===== src/rtl/ring_counter_n.sv =====
// ring_counter_n
//   Parametrised ring (one-hot) / Johnson (twisted-ring) counter with runtime
//   mode select, up/down direction, count enable, synchronous parallel load
//   and illegal-state detection with optional self-correction.
//
// Parameters
//   WIDTH        number of stages (>= 2)
//   AUTO_CORRECT 1: an illegal state/load is replaced by the mode seed
//                0: an illegal state/load is kept and only flagged
//
// Ports
//   clk_i       clock, rising edge
//   rst_i       synchronous reset, active-high (ring mode, q_o = seed 0..01)
//   en_i        advance one step
//   dir_i       0 = rotate toward MSB, 1 = rotate toward LSB
//   mode_i      0 = ring, 1 = Johnson
//   load_i      synchronous parallel load of load_val_i in mode mode_i
//   load_val_i  value to load
//   q_o         counter state (registered)
//   wrap_o      one-cycle pulse: a step has just re-entered the seed
//   err_o       one-cycle pulse: illegal state or illegal load seen
module ring_counter_n #(
  parameter int WIDTH        = 4,
  parameter bit AUTO_CORRECT = 1'b1
) (
  input  logic             clk_i,
  input  logic             rst_i,
  input  logic             en_i,
  input  logic             dir_i,
  input  logic             mode_i,
  input  logic             load_i,
  input  logic [WIDTH-1:0] load_val_i,
  output logic [WIDTH-1:0] q_o,
  output logic             wrap_o,
  output logic             err_o
);

  localparam logic [WIDTH-1:0] RING_SEED    = WIDTH'(1);
  localparam logic [WIDTH-1:0] JOHNSON_SEED = '0;

  logic             mode_q;
  logic [WIDTH-1:0] q_nxt;
  logic             mode_nxt;
  logic             wrap_nxt;
  logic             err_nxt;
  logic             state_ok;
  logic             load_ok;
  logic [WIDTH-1:0] step_val;

  function automatic logic [WIDTH-1:0] seed_of(input logic m);
    return m ? JOHNSON_SEED : RING_SEED;
  endfunction

  // Ring: exactly one bit set. Johnson: at most one change between adjacent
  // bits scanning bit0..bit WIDTH-1 without wrap-around.
  function automatic logic is_legal(input logic [WIDTH-1:0] v, input logic m);
    int unsigned ones;
    int unsigned edges;
    ones  = 0;
    edges = 0;
    for (int i = 0; i < WIDTH; i++) begin
      if (v[i]) ones++;
    end
    for (int i = 0; i < WIDTH - 1; i++) begin
      if (v[i] != v[i+1]) edges++;
    end
    return m ? (edges <= 1) : (ones == 1);
  endfunction

  // The bit re-entering at the far end is inverted in Johnson mode.
  function automatic logic [WIDTH-1:0] step_of(input logic [WIDTH-1:0] v,
                                               input logic m,
                                               input logic d);
    logic [WIDTH-1:0] r;
    if (!d) r = {v[WIDTH-2:0], v[WIDTH-1] ^ m};
    else    r = {v[0] ^ m, v[WIDTH-1:1]};
    return r;
  endfunction

  always_comb begin
    state_ok = is_legal(q_o, mode_q);
    load_ok  = is_legal(load_val_i, mode_i);
    step_val = step_of(q_o, mode_q, dir_i);
  end

  always_comb begin
    q_nxt    = q_o;
    mode_nxt = mode_q;
    wrap_nxt = 1'b0;
    err_nxt  = 1'b0;
    if (load_i) begin
      // A load never reports wrap, even when it lands on the seed.
      mode_nxt = mode_i;
      if (load_ok) begin
        q_nxt = load_val_i;
      end else begin
        err_nxt = 1'b1;
        q_nxt   = AUTO_CORRECT ? seed_of(mode_i) : load_val_i;
      end
    end else if (mode_i != mode_q) begin
      q_nxt    = seed_of(mode_i);
      mode_nxt = mode_i;
      err_nxt  = ~state_ok;
    end else if (!state_ok && AUTO_CORRECT) begin
      q_nxt   = seed_of(mode_q);
      err_nxt = 1'b1;
    end else begin
      // Without auto-correction an illegal state keeps stepping but is
      // flagged every cycle it persists.
      err_nxt = ~state_ok;
      if (en_i) begin
        q_nxt    = step_val;
        wrap_nxt = (step_val == seed_of(mode_q));
      end
    end
  end

  always_ff @(posedge clk_i) begin
    if (rst_i) begin
      q_o    <= RING_SEED;
      mode_q <= 1'b0;
      wrap_o <= 1'b0;
      err_o  <= 1'b0;
    end else begin
      q_o    <= q_nxt;
      mode_q <= mode_nxt;
      wrap_o <= wrap_nxt;
      err_o  <= err_nxt;
    end
  end

endmodule


===== config.mk =====
export PLATFORM = sky130hd
export DESIGN_NAME = ring_counter_n
export DESIGN_NICKNAME = d
export VERILOG_FILES = /design/src/rtl/ring_counter_n.sv
export SDC_FILE = /design/constraint.sdc
export NUM_CORES = 1
export LEC_CHECK = 0
export CAP_MARGIN = 20
export CORE_ASPECT_RATIO = 1.5
export CORE_MARGIN = 2
export CORE_UTILIZATION = 40
export DETAILED_ROUTE_END_ITERATION = 10
export GPL_TIMING_DRIVEN = 0
export PLACE_DENSITY = 0.68
export SLEW_MARGIN = 0
export SYNTH_ARGS = -nofsm -noshare
export SYNTH_HDL_FRONTEND = slang
export SYNTH_SLANG_ARGS = --single-unit

===== constraint.sdc =====
create_clock -name clk_i -period 2.77 [get_ports clk_i]
set_input_delay 0.554 -clock clk_i [delete_from_list [all_inputs] [get_ports clk_i]]
set_output_delay 0.554 -clock clk_i [all_outputs]
set_load 0.05 [all_outputs]

==> run_summary.xml, run 1 <==
<?xml version="1.0" encoding="UTF-8"?>
<metrics>
  <group name="run_status">
    <metric name="run_status" unit="">completed</metric>
  </group>
  <group name="clock_network">
    <metric name="clock_tree_from_tritoncts" unit="">done</metric>
    <metric name="clock_tree.buffer_depth" unit="">2</metric>
    <metric name="clk_pin_slew_worst_paths" unit="ps">60</metric>
    <metric name="h-tree-depth" unit="">1</metric>
    <metric name="clock-sinks" unit="">7</metric>
    <metric name="total_cts_buffers" unit="">3</metric>
    <metric name="clkLatencyLatePin" unit="ps">250</metric>
    <metric name="cts_root_buf" unit="">sky130_fd_sc_hd__clkbuf_4</metric>
  </group>
  <group name="routing">
    <metric name="topRoutingLayerUsed" unit="">met4</metric>
    <metric name="ant_nets" unit="">0</metric>
    <metric name="first_iter_violations" unit="">42</metric>
    <metric name="via_count" unit="">885</metric>
    <metric name="number_of_detailed_route_iterations_in_the_first_pass" unit="">4</metric>
    <metric name="drcViolationCount" unit="">0</metric>
    <metric name="post_drt_wl_per_cell" unit="um">13.9</metric>
    <metric name="wl_met1" unit="um">815</metric>
    <metric name="routed_via_density" unit="">5.78</metric>
    <metric name="wl_met3" unit="um">77</metric>
    <metric name="routed-wl-met2" unit="um">1210</metric>
    <metric name="routed_wl" unit="um">2130</metric>
  </group>
  <group name="yosys">
    <metric name="ys_warn_count" unit="">0</metric>
    <metric name="syn-mean-instance-area" unit="um^2">8.42</metric>
    <metric name="synth.lib_cells_used.distinct" unit="">42</metric>
    <metric name="syn_nets" unit="">131</metric>
    <metric name="synth_top_family_by_area" unit="">simple AND/OR/NAND/NOR gates</metric>
    <metric name="synth_simple_gate_area_share" unit="%">25.8</metric>
    <metric name="syn_inst" unit="">113</metric>
    <metric name="yosysSeqAreaShare" unit="%">14.7</metric>
    <metric name="synth_fa_ha_area_share" unit="%">12.1</metric>
    <metric name="mappedNetlistArea" unit="um^2">951</metric>
    <metric name="synth-compound-area-share" unit="%">23.3</metric>
    <metric name="synth.ff_latch_count" unit="">7</metric>
    <metric name="multiplexer_share_of_the_synthesized_area" unit="%">4.21</metric>
    <metric name="xor_xnor_share_of_the_synthesized_area" unit="%">9.21</metric>
  </group>
  <group name="floorplanning">
    <metric name="core_region_area" unit="um^2">2230</metric>
    <metric name="floorplan.die.width" unit="um">43.8</metric>
    <metric name="start_util" unit="%">42.6</metric>
    <metric name="rows" unit="">21</metric>
    <metric name="io-pin-count" unit="">16</metric>
    <metric name="die-area" unit="um^2">2790</metric>
    <metric name="dieHeight" unit="um">63.7</metric>
  </group>
  <group name="sta">
    <metric name="maxSlewHeadroom" unit="%">67.3</metric>
    <metric name="finalHoldViolations" unit="">0</metric>
    <metric name="finalCritPeriodShare" unit="%">94.6</metric>
    <metric name="final_hold_slack" unit="ps">610</metric>
    <metric name="final-max-slew-violation-count" unit="">0</metric>
    <metric name="period_needed" unit="ps">2620</metric>
    <metric name="timing_limited_maximum_frequency" unit="MHz">381</metric>
    <metric name="clock_skew" unit="ps">4.85</metric>
    <metric name="unrepaired_setup_endpoints_after_global_routing" unit="">false</metric>
    <metric name="timing_worst_slew_pin_value" unit="ps">484</metric>
    <metric name="setup_viol" unit="">0</metric>
  </group>
  <group name="hold_path">
    <metric name="hold_removal_path_class" unit="">flip-flop to flip-flop</metric>
  </group>
  <group name="critical_path">
    <metric name="crit_path_end_kind" unit="">flip-flop</metric>
    <metric name="critPathLaunchType" unit="">flip-flop</metric>
    <metric name="cpPeakStageDelay" unit="ps">420</metric>
    <metric name="cp.required" unit="ps">2890</metric>
    <metric name="critical_path.max_fanout" unit="">7</metric>
    <metric name="critPathArrivalTime" unit="ps">2740</metric>
    <metric name="critical_path_class" unit="">flip-flop to flip-flop</metric>
    <metric name="worstPathCellList" unit="">inv_1 -&gt; ha_1 -&gt; xor2_1 -&gt; ha_1 -&gt; nor4b_2 -&gt; nor4_4 -&gt; o31ai_2 -&gt; and2_4 -&gt; a221oi_2</metric>
    <metric name="cpMostUsedCell" unit="">sky130_fd_sc_hd__ha_1</metric>
    <metric name="worst_path_max_delay_cell" unit="">sky130_fd_sc_hd__dfxtp_1</metric>
  </group>
  <group name="grt">
    <metric name="global_route_wire_length_before_repair" unit="um">3750</metric>
    <metric name="grt_pass1_vias" unit="">858</metric>
    <metric name="antenna_found_initial" unit="">0</metric>
    <metric name="gr-total-overflow" unit="">0</metric>
    <metric name="globalRouteTotalUtil" unit="%">17.2</metric>
    <metric name="pin_count_of_the_biggest_net_entering_global_routing" unit="">11</metric>
  </group>
  <group name="layout">
    <metric name="area.sequential" unit="um^2">141</metric>
    <metric name="drive_gt1_share" unit="%">21.5</metric>
    <metric name="mostFrequentLayoutCells" unit="">sky130_fd_sc_hd__inv_1 (12), sky130_fd_sc_hd__clkdlybuf4s50_1 (11), sky130_fd_sc_hd__nand2_1 (8)</metric>
    <metric name="layout.filler_cells" unit="">211</metric>
    <metric name="final_common_cell" unit="">sky130_fd_sc_hd__inv_1</metric>
    <metric name="area_delta_synth_final" unit="%">23.3</metric>
    <metric name="area_occupied_by_multi_input_gates" unit="um^2">742</metric>
    <metric name="insertedDiodeCount" unit="">0</metric>
    <metric name="layout.nets" unit="">149</metric>
  </group>
  <group name="power">
    <metric name="power.leakage" unit="nW">0.462</metric>
    <metric name="vdd.ir_drop.worst" unit="V">0.000219</metric>
    <metric name="power.density" unit="nW/um^2">406</metric>
    <metric name="power.total" unit="mW">0.476</metric>
  </group>
  <group name="place">
    <metric name="weighted_congestion_reported_at_the_end_of_routability_driven_placement" unit="">0.858</metric>
    <metric name="buffer_ports.inserted" unit="">13</metric>
    <metric name="hpwlAfterDp" unit="um">1730</metric>
  </group>
  <group name="run">
    <metric name="max_cap_viol" unit="">0</metric>
  </group>
</metrics>
[critical path, delay by kind of cell (launching register included)]
family,cells,cell delay [ps]
adder cells (fa/ha/maj),2,740
AND/OR/NAND/NOR,3,700
flip-flops,1,420
AO/OA/AOI/OAI,2,370
XOR/XNOR,1,180
buffers and inverters,1,90
[cells in the mapped netlist (all sizes together)]
| cell | instances | area share, % |
|---|---|---|
| a221oi | 5 | 5.9 |
| buf | 6 | 5.1 |
| a211oi | 2 | 1.6 |
| o21ai | 4 | 2.1 |
| nand3 | 6 | 3.2 |
| a311oi | 2 | 1.8 |
| and2 | 2 | 1.6 |
| inv | 13 | 5.1 |
| nor4bb | 1 | 1.1 |
| a31oi | 1 | 0.66 |
| a31o | 1 | 0.92 |
| nand2 | 8 | 3.2 |
| nor3b | 1 | 0.79 |
| a21oi | 4 | 2.1 |
| nor2b | 3 | 2.0 |
| nor3 | 3 | 1.6 |
| and3 | 1 | 0.66 |
| o31ai | 2 | 2.6 |
| o211a | 1 | 1.1 |
| o41ai | 2 | 2.6 |
| xnor2 | 4 | 3.7 |
| ha | 6 | 7.9 |
| mux2i | 4 | 4.2 |
| nor4b | 2 | 3.2 |
| a222oi | 1 | 1.1 |
| xor2 | 6 | 5.5 |
| o211ai | 1 | 0.79 |
| nand4 | 1 | 0.66 |
| nor4 | 3 | 3.6 |
| nand3b | 1 | 0.79 |
| fa | 2 | 4.2 |
| and4b | 1 | 1.4 |
| dfxtp | 7 | 15 |
| or2 | 1 | 0.66 |
| clkbuf | 1 | 0.39 |
| nor2 | 4 | 1.6 |
[cells by family after synthesis]
family          count (synthesis)
buf+inv                        20
flops                           7
compound gates                 26
fa+ha+maj                       8
xor+xnor                       10
simple gates                   38
mux                             4
[area by class of cell]
cell class | instances | area share (%)
Sequential cell | 7 | 12.1
Multi-Input combinational cell | 86 | 63.3
Buffer | 7 | 4.48
Clock buffer | 4 | 2.24
Timing Repair Buffer | 13 | 11.3
Tap cell | 23 | 2.45
Inverter | 13 | 4.16
[path summary, 6_finish.rpt]
check,startpoint,to,slack (ps),cells past startpoint
worst max-delay path,q_o[0],q_o[2],150,9
worst max register to register,q_o[0],q_o[2],150,9
worst min-delay path,q_o[1],q_o[1],610,2
worst min register to register,q_o[1],q_o[1],610,2
[stage by stage]
stage	worst slack, ps	area, um^2	instances	utilization, %	setup TNS [ps]
after global placement	-366	1110	149	49.7	-1560
after detailed placement	-410	1110	149	49.7	-1730
final	148	1170	153	52.5	0
after CTS	10.8	1170	153	52.2	0
after global routing	4.64	1170	153	52.5	0
after floorplan	1.72	952	113	-	0
[per-layer routing]
metal  track usage (%)  vias to the layer above
li1                  -                      446
met1              18.6                      409
met2              32.0                       28
met3              1.15                        2
met4              7.58                        0
met5                 0                        -
[flip-flops by register name, summed over array words and instances, names as in the netlist]
register  count
err_o         1
mode_q        1
q_o           4
wrap_o        1
[report_power, final]
part / switching [mW] / internal (mW) / total, mW / leakage, nW
registers: 0.00866 / 0.110 / 0.118 / 0.0580
logic: 0.151 / 0.113 / 0.264 / 0.389
clock network: 0.0385 / 0.0550 / 0.0936 / 0.0150
total: 0.199 / 0.277 / 0.476 / 0.462
[what timing repair did]
action,CTS,global route
resized for setup,5,4
pin swaps,1,5
setup endpoints to repair,4,4
setup buffers,0,0
hold buffers,0,0
(Power assumes the default switching activity.)
==> run 2: changes to the inputs <==
- ABC_AREA: default -> 1
- CAP_MARGIN: 20 -> default
- PLACE_DENSITY: 0.68 -> 0.69
==> run_summary.xml, run 2 <==
<?xml version="1.0" encoding="UTF-8"?>
<metrics>
  <group name="sta">
    <metric name="unrepaired_setup_endpoints_after_global_routing" unit="">false</metric>
    <metric name="finalHoldViolations" unit="">0</metric>
    <metric name="setup_viol" unit="">0</metric>
    <metric name="maxSlewHeadroom" unit="%">67.0</metric>
    <metric name="timing_limited_maximum_frequency" unit="MHz">395</metric>
    <metric name="clock_skew" unit="ps">0.213</metric>
    <metric name="final-max-slew-violation-count" unit="">0</metric>
    <metric name="finalCritPeriodShare" unit="%">91.4</metric>
    <metric name="period_needed" unit="ps">2530</metric>
    <metric name="timing_worst_slew_pin_value" unit="ps">494</metric>
  </group>
  <group name="yosys">
    <metric name="multiplexer_share_of_the_synthesized_area" unit="%">0</metric>
    <metric name="xor_xnor_share_of_the_synthesized_area" unit="%">8.36</metric>
    <metric name="synth_top_family_by_area" unit="">simple AND/OR/NAND/NOR gates</metric>
    <metric name="synth.area.top_cells" unit="">sky130_fd_sc_hd__dfxtp_1 (17%), sky130_fd_sc_hd__nand2_1 (14%), sky130_fd_sc_hd__ha_1 (9.0%)</metric>
    <metric name="post_synth_edffs" unit="">0</metric>
    <metric name="syn_nets" unit="">146</metric>
    <metric name="ys_warn_count" unit="">0</metric>
    <metric name="yosysTopAreaCell" unit="">sky130_fd_sc_hd__dfxtp_1</metric>
    <metric name="synth.lib_cells_used.distinct" unit="">27</metric>
    <metric name="yosysSeqAreaShare" unit="%">16.7</metric>
    <metric name="syn_inst" unit="">128</metric>
    <metric name="synthDominantCellAreaShare" unit="%">16.7</metric>
    <metric name="post_synth_most_frequent_cells" unit="">sky130_fd_sc_hd__nand2_1 (32), sky130_fd_sc_hd__inv_1 (19), sky130_fd_sc_hd__nor2_1 (12), sky130_fd_sc_hd__o21ai_0 (8), sky130_fd_sc_hd__xnor2_1 (8)</metric>
    <metric name="syn-mean-instance-area" unit="um^2">6.55</metric>
    <metric name="mappedNetlistArea" unit="um^2">838</metric>
    <metric name="synth.ff_latch_count" unit="">7</metric>
    <metric name="synth_fa_ha_area_share" unit="%">13.7</metric>
    <metric name="synth.most_common_cell" unit="">sky130_fd_sc_hd__nand2_1</metric>
    <metric name="synth_simple_gate_area_share" unit="%">39.6</metric>
    <metric name="asyncSetResetFlopFracSynth" unit="%">0</metric>
    <metric name="synth-compound-area-share" unit="%">8.36</metric>
    <metric name="synthFlopType" unit="">sky130_fd_sc_hd__dfxtp_1</metric>
  </group>
  <group name="power">
    <metric name="power.leakage" unit="nW">0.509</metric>
    <metric name="power.density" unit="nW/um^2">416</metric>
    <metric name="vdd.ir_drop.worst" unit="V">0.000237</metric>
  </group>
  <group name="critical_path">
    <metric name="cp.required" unit="ps">2950</metric>
    <metric name="crit_path_end_kind" unit="">flip-flop</metric>
    <metric name="worstPathCellList" unit="">clkdlybuf4s50_1 -&gt; inv_1 -&gt; ha_1 -&gt; nor2_1 -&gt; nor2_2 -&gt; ha_1 -&gt; nor2_1 -&gt; o21ai_0 -&gt; nand2_1 -&gt; nand2_1 -&gt; nand2_1 -&gt; nand4_1 -&gt; nand2_1 -&gt; nand2_1 -&gt; nor2_1</metric>
    <metric name="timing.rr.start" unit="">q_o[1]</metric>
    <metric name="crit_path_start" unit="">load_val_i[1]</metric>
    <metric name="critPathBufInv" unit="">2</metric>
    <metric name="critPathLaunchType" unit="">input port</metric>
    <metric name="worst_path_max_delay_cell" unit="">sky130_fd_sc_hd__clkdlybuf4s50_1</metric>
    <metric name="cp_top_family" unit="">simple AND/OR/NAND/NOR gates</metric>
    <metric name="critical_path_class" unit="">input port to flip-flop</metric>
    <metric name="critPathArrivalTime" unit="ps">2720</metric>
    <metric name="cpPeakStageDelay" unit="ps">540</metric>
    <metric name="cpMostUsedCell" unit="">sky130_fd_sc_hd__nand2_1</metric>
    <metric name="critical_path.max_fanout" unit="">4</metric>
  </group>
  <group name="layout">
    <metric name="final_core_utilization" unit="%">51.7</metric>
    <metric name="drive_gt1_share" unit="%">11.6</metric>
    <metric name="insertedDiodeCount" unit="">0</metric>
    <metric name="area_delta_synth_final" unit="%">23.6</metric>
    <metric name="layout.nets" unit="">165</metric>
    <metric name="mostFrequentLayoutCells" unit="">sky130_fd_sc_hd__nand2_1 (32), sky130_fd_sc_hd__inv_1 (19), sky130_fd_sc_hd__clkdlybuf4s50_1 (14), sky130_fd_sc_hd__nor2_1 (12)</metric>
    <metric name="stdcell_area" unit="um^2">1040</metric>
    <metric name="top_register" unit="">q_o</metric>
    <metric name="final_common_cell" unit="">sky130_fd_sc_hd__nand2_1</metric>
    <metric name="largest_register_ffs" unit="">4</metric>
  </group>
  <group name="clock_network">
    <metric name="clock_tree_from_tritoncts" unit="">done</metric>
    <metric name="clk_pin_slew_worst_paths" unit="ps">50</metric>
    <metric name="cts_root_buf" unit="">sky130_fd_sc_hd__clkbuf_4</metric>
    <metric name="clock-sinks" unit="">7</metric>
    <metric name="holdBufCountCts" unit="">0</metric>
    <metric name="total_cts_buffers" unit="">3</metric>
    <metric name="h-tree-depth" unit="">1</metric>
    <metric name="clkLatencyLatePin" unit="ps">250</metric>
    <metric name="clock_tree.buffer_depth" unit="">2</metric>
  </group>
  <group name="hold_path">
    <metric name="min_from" unit="">q_o[1]</metric>
    <metric name="hold_removal_path_class" unit="">flip-flop to flip-flop</metric>
  </group>
  <group name="floorplanning">
    <metric name="core_region_area" unit="um^2">2000</metric>
    <metric name="io-pin-count" unit="">16</metric>
    <metric name="floorplan.die.width" unit="um">41.4</metric>
    <metric name="die-area" unit="um^2">2490</metric>
    <metric name="start_util" unit="%">41.9</metric>
    <metric name="rows" unit="">20</metric>
    <metric name="dieHeight" unit="um">60.1</metric>
  </group>
  <group name="grt">
    <metric name="globalRouteTotalUtil" unit="%">16.1</metric>
    <metric name="gr-total-overflow" unit="">0</metric>
    <metric name="pin_count_of_the_biggest_net_entering_global_routing" unit="">11</metric>
    <metric name="global_route_wire_length_before_repair" unit="um">2850</metric>
    <metric name="grt_pass1_vias" unit="">757</metric>
    <metric name="antenna_found_initial" unit="">0</metric>
  </group>
  <group name="routing">
    <metric name="via_count" unit="">834</metric>
    <metric name="ant_nets" unit="">0</metric>
    <metric name="drcViolationCount" unit="">0</metric>
    <metric name="routed_wl" unit="um">1790</metric>
    <metric name="routed_via_density" unit="">4.96</metric>
    <metric name="post_drt_wl_per_cell" unit="um">10.6</metric>
    <metric name="first_iter_violations" unit="">8</metric>
    <metric name="number_of_detailed_route_iterations_in_the_first_pass" unit="">4</metric>
  </group>
  <group name="place">
    <metric name="dpl-instance-area" unit="um^2">1010</metric>
    <metric name="hpwlAfterDp" unit="um">1550</metric>
    <metric name="buffer_ports.inserted" unit="">14</metric>
    <metric name="weighted_congestion_reported_at_the_end_of_routability_driven_placement" unit="">0.864</metric>
  </group>
  <group name="run_status">
    <metric name="run_status" unit="">completed</metric>
  </group>
  <group name="run">
    <metric name="max_cap_viol" unit="">0</metric>
  </group>
</metrics>
-- run 2: cell types whose count changed after synthesis, moves of 5 or more --
cell,before,now
sky130_fd_sc_hd__nand2_1,8,32
sky130_fd_sc_hd__nor2_1,4,12
sky130_fd_sc_hd__inv_1,13,19
sky130_fd_sc_hd__nand4_1,1,7
sky130_fd_sc_hd__xor2_1,6,0
sky130_fd_sc_hd__o21ai_0,3,8
-- run 2: power breakdown --
part | switching (mW) | internal (mW) | leakage [nW]
Clock | 0.0358 | 0.0549 | 0.0150
Sequential | 0.00752 | 0.110 | 0.0576
Combinational | 0.137 | 0.0858 | 0.437
Total | 0.181 | 0.250 | 0.509
-- run 2: kinds of logic (layout without fill, tap and decap cells) --
logic type,Yosys count,count (layout)
simple gates,67,67
flops,7,7
fa+ha+maj,8,8
buf+inv,25,43
xor+xnor,8,8
compound gates,13,13
-- run 2: worst paths after layout --
check	to	slack, ps	cells after the start
setup reg to reg	q_o[0]	500	14
hold reg to reg	q_o[1]	560	2
hold / removal	q_o[1]	560	2
setup / recovery	q_o[1]	240	15
-- run 2: tightest hold or removal path, stage by stage (launching register included) --
cell and delay [ps]:
sky130_fd_sc_hd__dfxtp_1 350, sky130_fd_sc_hd__nor2_1 120, sky130_fd_sc_hd__nor2_1 50
-- run 2: cell type report --
| cell class | instances | area (um^2) |
|---|---|---|
| Buffer | 4 | 32.5 |
| Clock buffer | 4 | 26.3 |
| Fill cell | 212 | 966 |
| Inverter | 21 | 78.8 |
| Multi-Input combinational cell | 96 | 591 |
| Sequential cell | 7 | 140 |
| Tap cell | 22 | 27.5 |
| Timing Repair Buffer | 14 | 140 |
-- run 2: per-stage QoR --
| stage | setup TNS [ps] | worst slack, ps | std cells | total power [mW] | hold WS [ps] |
|---|---|---|---|---|---|
| 2_1_floorplan | 0 | 325 | 128 | 0.283 | 626 |
| 3_3_place_gp | 0 | 19.4 | 164 | 0.338 | 545 |
| 3_5_place_dp | -139 | -66.4 | 164 | 0.344 | 564 |
| 4_1_cts | 0 | 194 | 168 | 0.435 | 570 |
| 5_1_grt | 0 | 42.9 | 168 | 0.472 | 592 |
| 6_report | 0 | 239 | 168 | 0.431 | 564 |
-- run 2: timing repair --
item | 4_1_cts | 5_1_grt
endpoints found under the setup margin | 0 | 1
buffers inserted | 0 | 0
gates resized for setup | 0 | 1
-- run 2: per-layer routing --
layer | wire [um] | part of all wire, % | vias to the layer above | global-route usage [%]
li1 | - | - | 442 | -
met1 | 680 | 38 | 377 | 15.1
met2 | 1060 | 59 | 13 | 33.3
met3 | 37 | 2.1 | 2 | 1.12
met4 | 11 | 0.61 | 0 | 4.15
met5 | 0 | 0 | - | 0
==> run 3: changes to the inputs <==
- RECOVER_POWER: default -> 100
==> run_summary.xml, run 3 (same netlist as run 2, synthesis figures left out) <==
<?xml version="1.0" encoding="UTF-8"?>
<metrics>
  <group name="run_status">
    <metric name="run_status" unit="">completed</metric>
  </group>
  <group name="layout">
    <metric name="area_occupied_by_multi_input_gates" unit="um^2">586</metric>
    <metric name="insertedDiodeCount" unit="">0</metric>
    <metric name="final_cell_count_no_fill" unit="">168</metric>
    <metric name="area_delta_synth_final" unit="%">23.0</metric>
    <metric name="layout.nets" unit="">165</metric>
    <metric name="top_register" unit="">q_o</metric>
    <metric name="largest_register_ffs" unit="">4</metric>
    <metric name="final_core_utilization" unit="%">51.5</metric>
    <metric name="area.sequential" unit="um^2">140</metric>
    <metric name="drive_gt1_share" unit="%">11.0</metric>
    <metric name="final_common_cell" unit="">sky130_fd_sc_hd__nand2_1</metric>
    <metric name="mostFrequentLayoutCells" unit="">sky130_fd_sc_hd__nand2_1 (32), sky130_fd_sc_hd__inv_1 (19), sky130_fd_sc_hd__nor2_1 (12), sky130_fd_sc_hd__xnor2_1 (8), sky130_fd_sc_hd__o21ai_0 (8)</metric>
    <metric name="layout.filler_cells" unit="">213</metric>
  </group>
  <group name="floorplanning">
    <metric name="dieHeight" unit="um">60.1</metric>
    <metric name="rows" unit="">20</metric>
    <metric name="die-area" unit="um^2">2490</metric>
    <metric name="io-pin-count" unit="">16</metric>
    <metric name="core_region_area" unit="um^2">2000</metric>
    <metric name="floorplan.die.width" unit="um">41.4</metric>
    <metric name="start_util" unit="%">41.9</metric>
  </group>
  <group name="power">
    <metric name="vdd.ir_drop.worst" unit="V">0.000234</metric>
    <metric name="power.density" unit="nW/um^2">414</metric>
    <metric name="power.leakage" unit="nW">0.521</metric>
    <metric name="cellInternalPower" unit="mW">0.247</metric>
    <metric name="pwr-share-comb" unit="%">51.3</metric>
    <metric name="share_seq_of_total_power" unit="%">27.4</metric>
    <metric name="switching_power" unit="mW">0.180</metric>
    <metric name="switching_share" unit="%">42.1</metric>
    <metric name="power.clock.fraction" unit="%">21.4</metric>
  </group>
  <group name="critical_path">
    <metric name="critPathLaunchType" unit="">input port</metric>
    <metric name="crit_path_end_kind" unit="">flip-flop</metric>
    <metric name="critical_path.max_fanout" unit="">4</metric>
    <metric name="critPathArrivalTime" unit="ps">2710</metric>
    <metric name="cp.required" unit="ps">2950</metric>
    <metric name="critical_path_class" unit="">input port to flip-flop</metric>
  </group>
  <group name="place">
    <metric name="buffer_ports.inserted" unit="">14</metric>
    <metric name="numPlacedInstances" unit="">164</metric>
    <metric name="hpwlAfterDp" unit="um">1550</metric>
    <metric name="weighted_congestion_reported_at_the_end_of_routability_driven_placement" unit="">0.864</metric>
  </group>
  <group name="clock_network">
    <metric name="clock_tree.buffer_depth" unit="">2</metric>
    <metric name="holdBufCountCts" unit="">0</metric>
    <metric name="clock_tree_from_tritoncts" unit="">done</metric>
    <metric name="cts_root_buf" unit="">sky130_fd_sc_hd__clkbuf_4</metric>
    <metric name="h-tree-depth" unit="">1</metric>
    <metric name="total_cts_buffers" unit="">3</metric>
    <metric name="cts_post_setup_buffers_inserted" unit="">0</metric>
    <metric name="clk_pin_slew_worst_paths" unit="ps">50</metric>
    <metric name="clock-sinks" unit="">7</metric>
    <metric name="clkLatencyLatePin" unit="ps">250</metric>
  </group>
  <group name="routing">
    <metric name="via_count" unit="">827</metric>
    <metric name="number_of_detailed_route_iterations_in_the_first_pass" unit="">4</metric>
    <metric name="drcViolationCount" unit="">0</metric>
    <metric name="routed_via_density" unit="">4.92</metric>
    <metric name="post_drt_wl_per_cell" unit="um">10.6</metric>
    <metric name="routed_wl" unit="um">1780</metric>
    <metric name="ant_nets" unit="">0</metric>
    <metric name="first_iter_violations" unit="">9</metric>
  </group>
  <group name="sta">
    <metric name="clock_skew" unit="ps">1.47</metric>
    <metric name="final-max-slew-violation-count" unit="">0</metric>
    <metric name="setup_viol" unit="">0</metric>
    <metric name="tns" unit="ps">0</metric>
    <metric name="timing_limited_maximum_frequency" unit="MHz">396</metric>
    <metric name="maxSlewHeadroom" unit="%">66.4</metric>
    <metric name="period_needed" unit="ps">2530</metric>
    <metric name="finalHoldViolations" unit="">0</metric>
    <metric name="unrepaired_setup_endpoints_after_global_routing" unit="">false</metric>
    <metric name="timing_worst_slew_pin_value" unit="ps">502</metric>
    <metric name="finalCritPeriodShare" unit="%">91.2</metric>
  </group>
  <group name="grt">
    <metric name="antenna_found_initial" unit="">0</metric>
    <metric name="global_route_wire_length_before_repair" unit="um">2850</metric>
    <metric name="pin_count_of_the_biggest_net_entering_global_routing" unit="">11</metric>
    <metric name="globalRouteTotalUtil" unit="%">16.1</metric>
    <metric name="grt_pass1_vias" unit="">757</metric>
    <metric name="gr-total-overflow" unit="">0</metric>
  </group>
  <group name="hold_path">
    <metric name="hold_removal_path_class" unit="">flip-flop to flip-flop</metric>
  </group>
  <group name="run">
    <metric name="max_cap_viol" unit="">0</metric>
  </group>
</metrics>
[run 3: changes by cell type in the layout (fill, tap and decap cells not counted), sizes merged]
cell / change
dlygate4sd3: +7
clkdlybuf4s50: -7
[run 3: final cells by class]
class | instances | share of cell area (%)
clock buffers | 4 | 2.55
well taps | 22 | 2.67
multi-input cells | 96 | 56.8
flip-flops and latches | 7 | 13.6
repair buffers | 14 | 13.6
plain buffers | 4 | 3.16
inverters | 21 | 7.65
[run 3: timing repair]
item                                    4_1_cts  5_1_grt
endpoints found under the setup margin        0        1
resized for setup                             0        1
endpoints found under the hold margin         0        0
[run 3: power groups by stage]
stage	Combinational (mW)	Sequential (mW)	Clock (mW)
global route	0.249	0.118	0.101
global placement	0.219	0.119	0
detailed placement	0.225	0.120	0
CTS	0.225	0.117	0.0926
floorplan	0.137	0.146	0
finish	0.219	0.117	0.0911
[run 3: worst paths after layout]
check / from / endpoint / slack, ps / depth (start not counted)
worst min register to register: q_o[1] / q_o[1] / 560 / 2
worst min-delay path: q_o[1] / q_o[1] / 560 / 2
worst max-delay path: load_val_i[1] / q_o[1] / 240 / 15
worst max register to register: q_o[1] / q_o[0] / 500 / 14
[run 3: metrics by stage]
step	hold WS, ps	setup WS, ps	cell area (um^2)	total power [mW]
2_1_floorplan	626	325	838	0.283
3_3_place_gp	545	19.4	1010	0.338
3_5_place_dp	564	-66.4	1010	0.344
4_1_cts	570	194	1030	0.435
5_1_grt	590	42.9	1030	0.467
6_report	561	243	1030	0.427
[run 3: critical path, stage by stage]
cell and delay (ps):
sky130_fd_sc_hd__clkdlybuf4s50_1 540, sky130_fd_sc_hd__inv_1 60, sky130_fd_sc_hd__ha_1 310, sky130_fd_sc_hd__nor2_1 170, sky130_fd_sc_hd__nor2_2 70, sky130_fd_sc_hd__ha_1 280, sky130_fd_sc_hd__nor2_1 100, sky130_fd_sc_hd__o21ai_0 80
sky130_fd_sc_hd__nand2_1 80, sky130_fd_sc_hd__nand2_1 80, sky130_fd_sc_hd__nand2_1 100, sky130_fd_sc_hd__nand4_1 90, sky130_fd_sc_hd__nand2_1 70, sky130_fd_sc_hd__nand2_1 50, sky130_fd_sc_hd__nor2_1 80
[run 3: layer usage]
layer | up-vias | track usage [%] | routed length (um)
li1 | 442 | - | -
met4 | 0 | 4.15 | 10
met1 | 370 | 15.1 | 682
met3 | 2 | 1.12 | 39
met2 | 13 | 33.3 | 1050
met5 | - | 0 | 0
